`src/rtl/shake_pkg.sv`:
```
// shake_pkg: shared types and constants for the SHAKE permutation scheduler.
//   sched_state_t : scheduler FSM states
//   KECCAK_ROUNDS : rounds in one Keccak-f[1600] permutation
package shake_pkg;

    localparam int KECCAK_ROUNDS = 24;

    typedef enum logic [1:0] {
        IDLE     = 2'd0,
        ROUND    = 2'd1,
        WAIT_BLK = 2'd2,
        DONE     = 2'd3
    } sched_state_t;

endpackage

```
`src/rtl/shake_round_cnt.sv`:
```
// shake_round_cnt: round index counter for one permutation.
// Counts 0..NUM_ROUNDS-1 while i_en is high and wraps back to 0 after the
// last round, so the next permutation always starts from round 0.
//   clk    : clock, rising edge
//   rst    : synchronous reset, active-low
//   i_clr  : force index to 0 (priority over i_en)
//   i_en   : advance one round
//   o_idx  : current round index
//   o_last : index is NUM_ROUNDS-1
module shake_round_cnt #(
    parameter int NUM_ROUNDS = 24,
    parameter int CNT_WIDTH  = $clog2(NUM_ROUNDS)
) (
    input  logic                 clk,
    input  logic                 rst,
    input  logic                 i_clr,
    input  logic                 i_en,
    output logic [CNT_WIDTH-1:0] o_idx,
    output logic                 o_last
);

    logic [CNT_WIDTH-1:0] r_idx;
    logic                 w_last;

    assign w_last = (r_idx == CNT_WIDTH'(NUM_ROUNDS - 1));

    always_ff @(posedge clk) begin
        if (!rst) begin
            r_idx <= '0;
        end else if (i_clr) begin
            r_idx <= '0;
        end else if (i_en) begin
            r_idx <= w_last ? '0 : r_idx + CNT_WIDTH'(1);
        end
    end

    assign o_idx  = r_idx;
    assign o_last = w_last;

endmodule

```
`src/rtl/shake_perm_sched.sv`:
```
// shake_perm_sched: sequences Keccak-f[1600] rounds for a SHAKE run.
// Runs n_perm permutations back to back, pausing between them in WAIT_BLK
// until the absorb/squeeze datapath signals blk_valid.
// Optional feature macro: SHAKE_SCHED_STALL_EN adds the stall port, which
// freezes the round sequence while in ROUND.
//   clk, rst         : clock; synchronous active-low reset
//   start, n_perm    : begin a run of max(n_perm,1) permutations (IDLE only)
//   abort            : cancel the run, return to IDLE without pulses
//   blk_valid        : next rate block ready (accepted while blk_req=1)
//   stall            : freeze rounds (only with SHAKE_SCHED_STALL_EN)
//   busy             : run in progress
//   round_en         : apply one round this cycle
//   round_idx        : round-constant index
//   round_first/last : first / last round of a permutation
//   blk_req          : waiting for the next block
//   perm_done        : pulse after each permutation's last round
//   perm_cnt         : permutations completed in this run
//   done             : pulse when the run completes
module shake_perm_sched
    import shake_pkg::*;
#(
    parameter int NUM_ROUNDS = KECCAK_ROUNDS,
    parameter int CNT_WIDTH  = $clog2(NUM_ROUNDS),
    parameter int PERM_WIDTH = 16
) (
    input  logic                  clk,
    input  logic                  rst,
    input  logic                  start,
    input  logic [PERM_WIDTH-1:0] n_perm,
    input  logic                  abort,
    input  logic                  blk_valid,
`ifdef SHAKE_SCHED_STALL_EN
    input  logic                  stall,
`endif
    output logic                  busy,
    output logic                  round_en,
    output logic [CNT_WIDTH-1:0]  round_idx,
    output logic                  round_first,
    output logic                  round_last,
    output logic                  blk_req,
    output logic                  perm_done,
    output logic [PERM_WIDTH-1:0] perm_cnt,
    output logic                  done
);

    sched_state_t          r_state;
    sched_state_t          w_next_state;
    logic [PERM_WIDTH-1:0] r_n_perm;
    logic [PERM_WIDTH-1:0] r_perm_cnt;
    logic                  r_perm_done;

    logic                  w_stall;
    logic                  w_adv;
    logic                  w_cnt_last;
    logic                  w_cnt_clr;
    logic                  w_start_acc;
    logic                  w_final;
    logic [CNT_WIDTH-1:0]  w_idx;

`ifdef SHAKE_SCHED_STALL_EN
    assign w_stall = stall;
`else
    assign w_stall = 1'b0;
`endif

    // A round is actually applied only in ROUND and when not frozen.
    assign w_adv       = (r_state == ROUND) && !w_stall;
    assign w_start_acc = (r_state == IDLE) && start && !abort;
    assign w_cnt_clr   = abort || w_start_acc;

    // The permutation finishing now is the last one of the run.
    assign w_final = (({1'b0, r_perm_cnt} + (PERM_WIDTH + 1)'(1)) == {1'b0, r_n_perm});

    shake_round_cnt #(
        .NUM_ROUNDS (NUM_ROUNDS),
        .CNT_WIDTH  (CNT_WIDTH)
    ) u_round_cnt (
        .clk    (clk),
        .rst    (rst),
        .i_clr  (w_cnt_clr),
        .i_en   (w_adv),
        .o_idx  (w_idx),
        .o_last (w_cnt_last)
    );

    always_ff @(posedge clk) begin
        if (!rst) begin
            r_state <= IDLE;
        end else begin
            r_state <= w_next_state;
        end
    end

    always_comb begin
        w_next_state = r_state;
        busy         = (r_state != IDLE);
        round_en     = w_adv;
        round_idx    = w_idx;
        round_first  = w_adv && (w_idx == '0);
        round_last   = w_adv && w_cnt_last;
        blk_req      = (r_state == WAIT_BLK);
        perm_done    = r_perm_done;
        perm_cnt     = r_perm_cnt;
        // An abort landing in the DONE cycle suppresses the completion pulse.
        done         = (r_state == DONE) && !abort;

        case (r_state)
            IDLE: begin
                if (start) w_next_state = ROUND;
            end
            ROUND: begin
                if (w_adv && w_cnt_last) w_next_state = w_final ? DONE : WAIT_BLK;
            end
            WAIT_BLK: begin
                if (blk_valid) w_next_state = ROUND;
            end
            DONE: begin
                w_next_state = IDLE;
            end
            default: begin
                w_next_state = IDLE;
            end
        endcase

        if (abort) w_next_state = IDLE;
    end

    always_ff @(posedge clk) begin
        if (!rst) begin
            r_n_perm    <= PERM_WIDTH'(1);
            r_perm_cnt  <= '0;
            r_perm_done <= 1'b0;
        end else begin
            r_perm_done <= w_adv && w_cnt_last && !abort;
            if (abort) begin
                r_perm_cnt <= '0;
            end else if (w_start_acc) begin
                r_perm_cnt <= '0;
                r_n_perm   <= (n_perm == '0) ? PERM_WIDTH'(1) : n_perm;
            end else if (w_adv && w_cnt_last && (r_perm_cnt != '1)) begin
                // Saturating: the count must never wrap back to zero.
                r_perm_cnt <= r_perm_cnt + PERM_WIDTH'(1);
            end
        end
    end

endmodule

```
`config.mk`:
```
export PLATFORM = sky130hd
export DESIGN_NAME = shake_perm_sched
export DESIGN_NICKNAME = d
export VERILOG_FILES = /design/src/rtl/shake_pkg.sv /design/src/rtl/shake_round_cnt.sv /design/src/rtl/shake_perm_sched.sv
export SDC_FILE = /design/constraint.sdc
export NUM_CORES = 1
export LEC_CHECK = 0
export ABC_CLOCK_PERIOD_IN_PS = 3200
export CORE_UTILIZATION = 47
export DETAILED_ROUTE_END_ITERATION = 10
export PLACE_DENSITY = 0.83
export SYNTH_ARGS = -nofsm -noshare
export SYNTH_HDL_FRONTEND = slang
export SYNTH_SLANG_ARGS = --single-unit
```
`constraint.sdc`:
```
create_clock -name clk -period 3.2 [get_ports clk]
set_input_delay 0.64 -clock clk [delete_from_list [all_inputs] [get_ports clk]]
set_output_delay 0.64 -clock clk [all_outputs]
set_load 0.02 [all_outputs]
```
==> reports/qor.tcl, run 1 <==
set qor(outcome) {finished with violations}
set qor(violated_checks) {design-rule violations}
set qor(clock_tree.htree_level_count) 2
set qor(via_count) 2137
set qor(cellPowerDensity_nw_per_um2) 338
set qor(place_congestion) 0.895
set qor(worst_slew_margin_rel_pct) 51.2
set qor(die_y_um) 71.2
set qor(dp_worst_setup_slack_ns) 0.692
set qor(path_clk_slew_ns) 0.08
set qor(synth-warning-count) 0
set qor(fin_crit_ns) 2.81
set qor(synth.yosys.seq_area_share_pct) 35.6
set qor(arr_time_crit_path_ns) 2.17
set qor(post_synth_num_cell_types) 44
set qor(post_cts_resize_count) 0
set qor(endpoint_kind) {output port}
set qor(final-max-slew-violation-count) 0
set qor(layout.cells.non_filler) 380
set qor(layout_setup_ws_ns) 0.387
set qor(mappedNetlistNets) 309
set qor(pin_count_of_the_biggest_net_entering_global_routing) 22
set qor(detail-route-antenna-nets) 0
set qor(regToRegSetupSlack_ns) 0.67
set qor(drt-wirelength-per-cell_um) 13.7
set qor(synth.ff_latch_count) 40
set qor(grt_pass1_vias) 1917
set qor(synthesis.area_um2) 2250
set qor(regToRegEndpoint) {perm_cnt[3]$_SDFFE_PP0P_}
set qor(die_width_um) 71.2
set qor(drt-total-wl_um) 5220
set qor(global_route_wire_length_before_repair_um) 8880
set qor(worstHoldStart) {r_n_perm[14]$_SDFFE_PN0P_}
set qor(place_area_um2) 2730
set qor(total_power_mw) 0.953
set qor(synth_cells) 285
set qor(grt_use_total_pct) 22.3
set qor(final_core_util_pct) 63.0
set qor(dp_hpwl_um) 3940
set qor(max_slew.worst_pin.slew_ns) 0.731
set qor(fillCellCount) 411
set qor(place_inst) 372
set qor(reg_to_reg_critical_path_startpoint) {perm_cnt[0]$_SDFFE_PP0P_}
set qor(drt-pass1-iter-count) 7
set qor(clock-root-buffer) {sky130_fd_sc_hd__clkbuf_8}
set qor(timing.setup.critical_path_class) {reg -> out}
set qor(worst_clock_skew_ns) 0.00665
set qor(syn2layout_area_growth_pct) 25.3
set qor(reg2reg_depth) 7
set qor(die-area_um2) 5070
set qor(critical_path_required_ns) 2.56
set qor(vdd_ir_drop_max_v) 0.000207
set qor(cts_buffers) 5
set qor(worst_hold_slack_ns) 0.480
set qor(cts_buffer_depth) 2
set qor(post_cts.repair.setup_buffers) 0
set qor(holdBufCountCts) 0
set qor(drt-initial-drc-count) 166
set qor(finalInstanceArea_um2) 2820
set qor(antenna-diode-count) 0
set qor(place.port_buffers) 48
set qor(grt_setup_unrepaired) {false}
set qor(worstHoldPathCells) 2
set qor(globalRouteOverflowTotal) 0
set qor(synth_enable_flop_cells) 0
set qor(worstHoldPathType) {reg -> reg}
set qor(postSynthAreaPerCell_um2) 7.89
set qor(finalSetupTns_ns) 0
set qor(worst_hold_path.endpoint) {r_n_perm[14]$_SDFFE_PN0P_}
set qor(fp.coreArea_um2) 4470
set qor(p_leak_nw) 0.948
set qor(worst_skew_pair.late_latency_ns) 0.30
set qor(cap_violations) 0
set qor(fin_nets) 351
set qor(area_of_combinational_cells_with_multiple_inputs_um2) 1340
set qor(numClockSinks) 40
set qor(number_of_placement_rows) 24
set qor(period_share_pct) 87.9
set qor(yosys_most_used_dff) {sky130_fd_sc_hd__dfxtp_1}
set qor(final_hold_vio_count) 0
set qor(synth-async-reset-ratio_pct) 0
set qor(setup.worst_path.start_class) {flop}
set qor(vias_per_cell) 5.62
set qor(io_pins) 49
set qor(tritoncts_clock_tree) {yes}
set qor(finalSetupViolCount) 0
set qor(route.detailed.drc) 2
set qor(max_clock_freq_mhz) 356
set qor(initial_antenna_violation_count) 0
set qor(floorplan.initialDensity_pct) 50.3
set qor(largest_fanout_on_the_critical_path) 6
set qor(regArea_um2) 801
set qor(post_route_cells_drive_above_1_share_pct) 5.79
==> flip-flops by register name (all words and copies together), names as in the netlist <==
register / cells
perm_cnt: 16
perm_done: 1
u_round_cnt.o_idx: 5
r_n_perm: 16
r_state: 2
==> synthesized netlist by cell type (all sizes together) (2+ instances only) <==
cell,number,share of area [%]
xor2,20,7.8
inv,8,1.3
o31ai,2,0.67
a21oi,10,2.4
nand2,54,9.0
ha,3,1.7
a21boi,15,5.0
a31oi,2,0.56
nor2b,2,0.56
nor3,10,2.2
nor4,7,1.9
nand3,10,2.2
xnor2,14,5.5
or4,2,0.83
dfxtp,40,36
o21ai,5,1.1
nand2b,4,1.1
and4,4,1.7
nand4,10,3.1
buf,7,2.3
nand3b,2,0.67
nor2,30,5.0
a21o,2,0.67
clkbuf,8,1.3
==> cells by family after synthesis <==
logic type                 after synthesis  synth area share [%]
AOI/OAI and AO/OA                       43                  13.6
and+or+nand+nor                        141                  30.5
DFF                                     40                  35.6
buffers and inverters                   23                  4.95
xor gates and xnor gates                34                  13.2
adders and majority gates                3                  1.67
muxes                                    1                 0.445
==> layout make-up <==
cell class / count / share of cell area (%)
timing repair buffer: 50 / 17.6
clock buffer: 6 / 2.58
multi-input combinational: 222 / 47.5
tap: 52 / 2.31
clock inverter: 2 / 0.577
sequential: 40 / 28.4
inverter: 8 / 1.07
==> worst max-delay path by stage <==
stage                                      start                        to  slack (ns)  cells past startpoint
2_1_floorplan           perm_cnt[0]$_SDFFE_PP0P_  perm_cnt[2]$_SDFFE_PP0P_        0.81                      9
3_3_place_gp                               abort                      done        0.74                      3
3_5_place_dp            perm_cnt[0]$_SDFFE_PP0P_  perm_cnt[3]$_SDFFE_PP0P_        0.69                      7
4_1_cts        u_round_cnt.o_idx[0]$_SDFFE_PP0P_                round_last        0.42                      5
5_1_grt        u_round_cnt.o_idx[0]$_SDFFE_PP0P_                round_last        0.28                      5
6_report       u_round_cnt.o_idx[0]$_SDFFE_PP0P_                round_last        0.39                      5
==> routing by layer <==
layer / routed length, um / global-route usage (%) / part of all wire [%]
met4: 85 / 7.33 / 1.6
met3: 251 / 5.84 / 4.8
met5: 0 / 0 / 0
met2: 2460 / 36.8 / 47
met1: 2430 / 28.4 / 47
==> worst max-delay path: stages (launching register included) <==
cell and delay [ns]:
sky130_fd_sc_hd__dfxtp_1 0.42, sky130_fd_sc_hd__ha_1 0.25, sky130_fd_sc_hd__and4b_1 0.28, sky130_fd_sc_hd__nand2_1 0.12
sky130_fd_sc_hd__inv_1 0.17, sky130_fd_sc_hd__clkdlybuf4s50_1 0.63
==> layout by cell type, fill, tap and decap left out, types with 2 or more instances in the layout <==
master	n
sky130_fd_sc_hd__a21boi_0	15
sky130_fd_sc_hd__a21o_1	2
sky130_fd_sc_hd__a21oi_1	9
sky130_fd_sc_hd__a31oi_1	2
sky130_fd_sc_hd__and4_2	3
sky130_fd_sc_hd__buf_4	2
sky130_fd_sc_hd__clkbuf_8	5
sky130_fd_sc_hd__clkdlybuf4s50_1	48
sky130_fd_sc_hd__dfxtp_1	40
sky130_fd_sc_hd__ha_1	3
sky130_fd_sc_hd__inv_1	8
sky130_fd_sc_hd__nand2_1	54
sky130_fd_sc_hd__nand2b_1	4
sky130_fd_sc_hd__nand3_1	10
sky130_fd_sc_hd__nand3b_1	2
sky130_fd_sc_hd__nand4_1	9
sky130_fd_sc_hd__nor2_1	30
sky130_fd_sc_hd__nor2b_1	2
sky130_fd_sc_hd__nor3_1	10
sky130_fd_sc_hd__nor4_1	7
sky130_fd_sc_hd__o21ai_0	5
sky130_fd_sc_hd__o31ai_1	2
sky130_fd_sc_hd__xnor2_1	14
sky130_fd_sc_hd__xor2_1	20
==> where the power goes <==
group	switching (mW)	total [mW]	internal (mW)	leakage (nW)
Clock	0.183	0.338	0.155	0.0414
Sequential	0.0110	0.519	0.508	0.324
Combinational	0.0455	0.0958	0.0503	0.583
Total	0.239	0.953	0.713	0.948
No activity file was read; power rests on OpenSTA's default activity.
==> run 2: changes to the inputs <==
Settings changed: CORE_UTILIZATION 47 to 51, PLACE_DENSITY 0.83 to 0.88.
==> reports/qor.tcl, run 2 (synthesis gave the netlist of run 1 again) <==
set qor(largest_fanout_on_the_critical_path) 6 ;# unchanged
set qor(die_y_um) 68.4 ;# was 71.2 um
set qor(via_count) 2141 ;# was 2137
set qor(setup.worst_path.start_class) {flop} ;# unchanged
set qor(die-area_um2) 4680 ;# was 5070 um2
set qor(fin_nets) 351 ;# unchanged
set qor(detail-route-antenna-nets) 0 ;# unchanged
set qor(clock-root-buffer) {sky130_fd_sc_hd__clkbuf_8} ;# unchanged
set qor(vias_per_cell) 5.66 ;# was 5.62
set qor(worst_hold_path.endpoint) {r_n_perm[13]$_SDFFE_PN0P_} ;# was r_n_perm[14]$_SDFFE_PN0P_
set qor(global_route_wire_length_before_repair_um) 8240 ;# was 8880 um
set qor(reg_to_reg_critical_path_startpoint) {perm_cnt[0]$_SDFFE_PP0P_} ;# unchanged
set qor(place_congestion) 0.873 ;# was 0.895
set qor(cellPowerDensity_nw_per_um2) 359 ;# was 338 nW/um2
set qor(reg2reg_depth) 7 ;# unchanged
set qor(max_slew.worst_pin.slew_ns) 0.742 ;# was 0.731 ns
set qor(worstHoldStart) {r_n_perm[13]$_SDFFE_PN0P_} ;# was r_n_perm[14]$_SDFFE_PN0P_
set qor(most-common-layout-cells) {sky130_fd_sc_hd__nand2_1 (54), sky130_fd_sc_hd__clkdlybuf4s50_1 (48), sky130_fd_sc_hd__dfxtp_1 (40)} ;# unchanged
set qor(drt-pass1-iter-count) 4 ;# was 7
set qor(drt-wirelength-per-cell_um) 13.5 ;# was 13.7 um
set qor(post_cts_resize_count) 0 ;# unchanged
set qor(grt_pass1_vias) 1819 ;# was 1917
set qor(path_clk_slew_ns) 0.07 ;# was 0.08 ns
set qor(antenna-diode-count) 0 ;# unchanged
set qor(place_inst) 370 ;# was 372
set qor(holdBufCountCts) 0 ;# unchanged
set qor(fp.coreArea_um2) 4120 ;# was 4470 um2
set qor(initial_antenna_violation_count) 0 ;# unchanged
set qor(floorplan.initialDensity_pct) 54.7 ;# was 50.3%
set qor(period_share_pct) 87.3 ;# was 87.9%
set qor(dp_hpwl_um) 3850 ;# was 3940 um
set qor(cap_violations) 0 ;# unchanged
set qor(drt-initial-drc-count) 145 ;# was 166
set qor(post_route_cells_drive_above_1_share_pct) 5.79 ;# unchanged
set qor(arr_time_crit_path_ns) 2.15 ;# was 2.17 ns
set qor(finalInstanceArea_um2) 2830 ;# was 2820 um2
set qor(drt-total-wl_um) 5120 ;# was 5220 um
set qor(endpoint_kind) {output port} ;# unchanged
set qor(clock_tree.htree_level_count) 2 ;# unchanged
set qor(regToRegSetupSlack_ns) 0.63 ;# was 0.67 ns
set qor(grt_use_total_pct) 23.8 ;# was 22.3%
set qor(pin_count_of_the_biggest_net_entering_global_routing) 22 ;# unchanged
set qor(grt_setup_unrepaired) {false} ;# unchanged
set qor(final_hold_vio_count) 0 ;# unchanged
set qor(regToRegEndpoint) {perm_cnt[3]$_SDFFE_PP0P_} ;# unchanged
set qor(finalSetupViolCount) 0 ;# unchanged
set qor(critical-path-slowest-cell) {sky130_fd_sc_hd__clkdlybuf4s50_1} ;# unchanged
set qor(globalRouteOverflowTotal) 0 ;# unchanged
set qor(final-max-slew-violation-count) 0 ;# unchanged
set qor(route.detailed.drc) 0 ;# was 2
set qor(worst_skew_pair.late_latency_ns) 0.30 ;# about the same
set qor(layout_setup_ws_ns) 0.405 ;# was 0.387 ns
set qor(tritoncts_clock_tree) {yes} ;# unchanged
set qor(cp_slowest_stage_delay_ns) 0.63 ;# about the same
set qor(layout.cells.most_common) {sky130_fd_sc_hd__nand2_1} ;# unchanged
set qor(cts_buffers) 5 ;# unchanged
set qor(numClockSinks) 40 ;# unchanged
set qor(worstHoldPathType) {reg -> reg} ;# unchanged
set qor(fillCellCount) 350 ;# was 411
set qor(critical_path_required_ns) 2.56 ;# about the same
set qor(die_width_um) 68.4 ;# was 71.2 um
set qor(cts_buffer_depth) 2 ;# unchanged
set qor(number_of_placement_rows) 23 ;# was 24
set qor(dp_worst_setup_slack_ns) 0.702 ;# was 0.692 ns
set qor(place_area_um2) 2730 ;# about the same
set qor(finalSetupTns_ns) 0 ;# unchanged
set qor(layout.cells.non_filler) 378 ;# was 380
set qor(area_of_combinational_cells_with_multiple_inputs_um2) 1340 ;# unchanged
set qor(timing.setup.critical_path_class) {reg -> out} ;# unchanged
set qor(syn2layout_area_growth_pct) 26.0 ;# was 25.3%
set qor(place.port_buffers) 48 ;# unchanged
set qor(p_leak_nw) 0.962 ;# was 0.948 nW
set qor(vdd_ir_drop_max_v) 0.000211 ;# was 0.000207 V
set qor(path_cells) {ha_1, and4b_1, nand2_1, inv_1, clkdlybuf4s50_1} ;# unchanged
set qor(regArea_um2) 801 ;# unchanged
set qor(max_clock_freq_mhz) 358 ;# was 356 MHz
set qor(outcome) {complete, no violations} ;# was finished with violations
set qor(worst_clock_skew_ns) 0.00464 ;# was 0.00665 ns
set qor(worstHoldPathCells) 2 ;# unchanged
set qor(worst_slew_margin_rel_pct) 50.4 ;# was 51.2%
set qor(fin_crit_ns) 2.79 ;# was 2.81 ns
set qor(worst_hold_slack_ns) 0.486 ;# was 0.480 ns
set qor(io_pins) 49 ;# unchanged
set qor(post_cts.repair.setup_buffers) 0 ;# unchanged
==> run 2: area by class of cell <==
cell class | count | share of cell area (%)
repair buffers | 50 | 17.5
inverters | 8 | 1.06
clock buffers | 6 | 2.56
multi-input cells | 222 | 47.2
flip-flops and latches | 40 | 28.3
well taps | 50 | 2.21
clock inverters | 2 | 1.24
==> run 2: metrics by stage <==
step / power, mW / utilization, %
5_1_grt: 1.05 / 68.9
3_5_place_dp: 0.624 / 66.3
3_3_place_gp: 0.622 / 66.3
4_1_cts: 1.02 / 68.9
2_1_floorplan: 0.577 / -
6_report: 1.02 / 68.9
==> run 2: worst max-delay path by stage <==
stage	start	to	slack (ns)	depth (start not counted)
2_1_floorplan	perm_cnt[0]$_SDFFE_PP0P_	perm_cnt[2]$_SDFFE_PP0P_	0.81	9
3_3_place_gp	abort	done	0.74	3
3_5_place_dp	perm_cnt[0]$_SDFFE_PP0P_	perm_cnt[3]$_SDFFE_PP0P_	0.70	7
4_1_cts	u_round_cnt.o_idx[0]$_SDFFE_PP0P_	round_last	0.41	5
5_1_grt	u_round_cnt.o_idx[0]$_SDFFE_PP0P_	round_last	0.31	5
6_report	u_round_cnt.o_idx[0]$_SDFFE_PP0P_	round_last	0.41	5
==> run 2: where the power goes <==
part / switching (mW) / internal (mW)
Sequential: 0.0106 / 0.508
Combinational: 0.0448 / 0.0504
Clock: 0.174 / 0.231
==> run 2: routing by layer <==
layer  routed length (um)  global-route usage, %  vias up
met4                   81                   12.0        0
li1                     -                      -     1064
met3                  232                   3.67        8
met2                 2430                   35.5       59
met1                 2370                   32.8     1010
met5                    0                      0        -
==> run 2: critical path: cells and delay by family, from the launching register on <==
family / cells / cell delay [ns]
adders and majority gates: 1 / 0.24
buffers and inverters: 2 / 0.81
DFF: 1 / 0.41
and+or+nand+nor: 2 / 0.39
==> variant: new RTL, config.mk and constraints of run 1 <==
Build with the macro `SHAKE_SCHED_STALL_EN` defined.
--- a/src/rtl/shake_perm_sched.sv
+++ b/src/rtl/shake_perm_sched.sv
@@ -16,6 +16,8 @@
 //   perm_done        : pulse after each permutation's last round
 //   perm_cnt         : permutations completed in this run
 //   done             : pulse when the run completes
+`define SHAKE_SCHED_STALL_EN
+
 module shake_perm_sched
     import shake_pkg::*;
 #(
Ports: changed (added stall); port bits go from 49 to 50. No check against the original RTL was run, so the function may have changed too.
==> variant against run 1 <==
  * Sequential cell count unchanged
  * Non-clock buffer count is 4 higher
  * Worst hold slack lost 0.00067 ns
  * Count of clock-buffer cells in the layout up 1
  * Area after synthesis rose by 0.83%
  * Setup slack worse by 0.088 ns
  * Wire length fell by 5.3%
  * Largest cell class unchanged
  * Largest power group unchanged
  * Fmax down 3.0%
  * Final area up 2.3%
  * Total power grew 1.9%
==> variant: results (changes against run 1) <==
Worst setup path
  – Worst R2R Path Depth: 7 (unchanged)
  – Maximum fanout along the worst path: 4 (was 6)
  – Worst r2r dst: r_state[0]$_SDFFE_PP0P_ (was perm_cnt[3]$_SDFFE_PP0P_)
  – R2R Path Start: perm_cnt[0]$_SDFFE_PP0P_ (unchanged)
  – Slowest stage delay, CP: 0.62 ns
  – CP delay by family, top: buffers and inverters (unchanged)
  – Crit path DAT: 2.26 ns (was 2.17 ns)
  – R2R Setup Slk: 0.63 ns (was 0.67 ns)

Detailed routing
  – Wirelength, routed: 4.946 mm (was 5.224 mm)
  – WL met3: 225 µm (was 251 µm)
  – Drt first pass iters: 4 (was 7)
  – Vias/cell: 5.553 (was 5.624)
  – Initial DRC count: 184 (was 166)
  – Wire per inst: 13.22 µm (was 13.75 µm)
  – Routed length on met1: 2.414 mm (was 2.432 mm)
  – Met2 WL: 2.210 mm (was 2.455 mm)

Clock tree
  – Root buf cell: clkbuf_8 (unchanged)
  – CTS resizes: 0 (unchanged)
  – Inserted Clock Buffers: 5 (unchanged)

Hold path
  – Origin of the worst min-delay path: r_n_perm[15]$_SDFFE_PN0P_ (was r_n_perm[14]$_SDFFE_PN0P_)
  – WHS Endpoint: r_n_perm[15]$_SDFFE_PN0P_ (was r_n_perm[14]$_SDFFE_PN0P_)
  – WHS Path Cells: 2 (unchanged)

Placement
  – Final GP Congestion: 0.8861 (was 0.8946)
  – HPWL after DPL: 3.657 mm (was 3.937 mm)
  – Placed instance count: 367 (was 372)
  – Placement-stage cell area: 2786 µm² (was 2729 µm²)
  – Buffers on Ports: 49 (was 48)

GRT
  – First-pass GRT wire length: 8.466 mm (was 8.880 mm)
  – Largest net degree at the start of global routing: 19 (was 22)
  – Number of global-route vias before repair: 1883 (was 1917)
  – Total GRT Usage: 0.2114 (was 0.2235)

Cells and area
  – NumNets Final: 347 (was 351)
  – Layout cell share with drive strength beyond 1: 0.07453 (was 0.05793)

Power and ir drop
  – Static Leak: 1.046 nW (was 0.9480 nW)
  – Max IR drop VDD: 217.1 µV (was 207.5 µV)

Logic synthesis
  – Syn Nets: 298 (was 309)
  – Dominant cells by area after synthesis: dfxtp_1 35%, xor2_1 9.3%, nand2_1 7.6% (was dfxtp_1 36%, nand2_1 9.0%, xor2_1 7.8%)
  – Mean area per synthesized cell: 8.309 µm² (was 7.894 µm²)
  – Synthesis Warnings: 0 (unchanged)
  – Register area share after synthesis: 0.3530 (was 0.3560)
  – Post-synth ARST share: 0 (unchanged)
  – Synth cell count leaders: 46 x nand2_1, 40 x dfxtp_1, 33 x nor2_1 (was 54 x nand2_1, 40 x dfxtp_1, 30 x nor2_1)
  – Cell variety after synth: 48 (was 44)

Timing
  – Worst-Margin Slew: 0.6618 ns (was 0.7308 ns)
  – Worst Clk Skew: 0.004986 ns (was 0.006645 ns)

Outcome
  – Status: finished, final reports clean (was finished with violations)
variant: cell count changes after synthesis, moves of 3 or more:
| cell | before | now |
|---|---|---|
| nor3_1 | 10 | 1 |
| nand2_1 | 54 | 46 |
| a21oi_1 | 9 | 4 |
| o21ai_0 | 5 | 9 |
| xor2_1 | 20 | 24 |
| and4_1 | 1 | 4 |
| and4_2 | 3 | 0 |
| buf_4 | 4 | 1 |
| clkbuf_1 | 8 | 5 |
| inv_1 | 8 | 5 |
| nor2_1 | 30 | 33 |
| nor3b_1 | 0 | 3 |
variant: worst reg2reg max path, delay by kind of cell, from the launching register on:
family	cells	cell delay (ns)
flops	1	0.50
compound gates	2	0.39
simple gates	4	1.24
fa+ha+maj	1	0.36
variant: cells by family (layout without fill, tap and decap cells):
family / count (synthesis) / after routing / synth area share
AO/OA/AOI/OAI: 40 / 40 / 0.1236
adder cells (fa/ha/maj): 3 / 3 / 0.01655
multiplexers: 3 / 3 / 0.01379
flip-flops: 40 / 40 / 0.3530
AND/OR/NAND/NOR: 134 / 134 / 0.3127
XOR/XNOR: 36 / 36 / 0.1390
buffers and inverters: 17 / 66 / 0.04137
variant: layout make-up:
type	count	area, µm²
fillers	394	1622
clock buffers	7	96.34
inverters	5	18.77
multi-input cells	216	1374
well taps	52	65.06
repair buffers	54	528.0
flip-flops and latches	40	800.8
variant: per-layer routing:
| layer | track usage | up-vias |
|---|---|---|
| met5 | 0 | - |
| met4 | 0.09368 | 0 |
| met3 | 0.04219 | 9 |
| met2 | 0.3344 | 68 |
| met1 | 0.2811 | 955 |
| li1 | - | 1045 |
variant: where the power goes:
group	switching, mW	internal [mW]	total, mW
combinational	0.0424	0.0509	0.0933
clock	0.168	0.192	0.360
sequential	0.00979	0.508	0.517
total	0.220	0.751	0.971
variant: worst max-delay path by stage:
| stage | cells past startpoint | slack (ns) | from | endpoint |
|---|---|---|---|---|
| 5_1_grt | 5 | 0.23 | stall | round_last |
| 6_report | 5 | 0.30 | stall | round_last |
| 3_3_place_gp | 5 | 0.34 | stall | round_last |
| 2_1_floorplan | 7 | 0.75 | perm_cnt[0]$_SDFFE_PP0P_ | r_state[0]$_SDFFE_PP0P_ |
| 3_5_place_dp | 5 | 0.31 | stall | round_last |
| 4_1_cts | 5 | 0.30 | stall | round_last |
variant: metrics by stage:
stage          hold WS, ns  total power, mW  setup slack [ns]
2_1_floorplan       0.4533           0.5742            0.7493
3_3_place_gp        0.4666           0.6195            0.3395
3_5_place_dp        0.4734           0.6212            0.3088
4_1_cts             0.4835           0.9754            0.3028
5_1_grt             0.5219            1.006            0.2274
6_report            0.4795           0.9708            0.2994
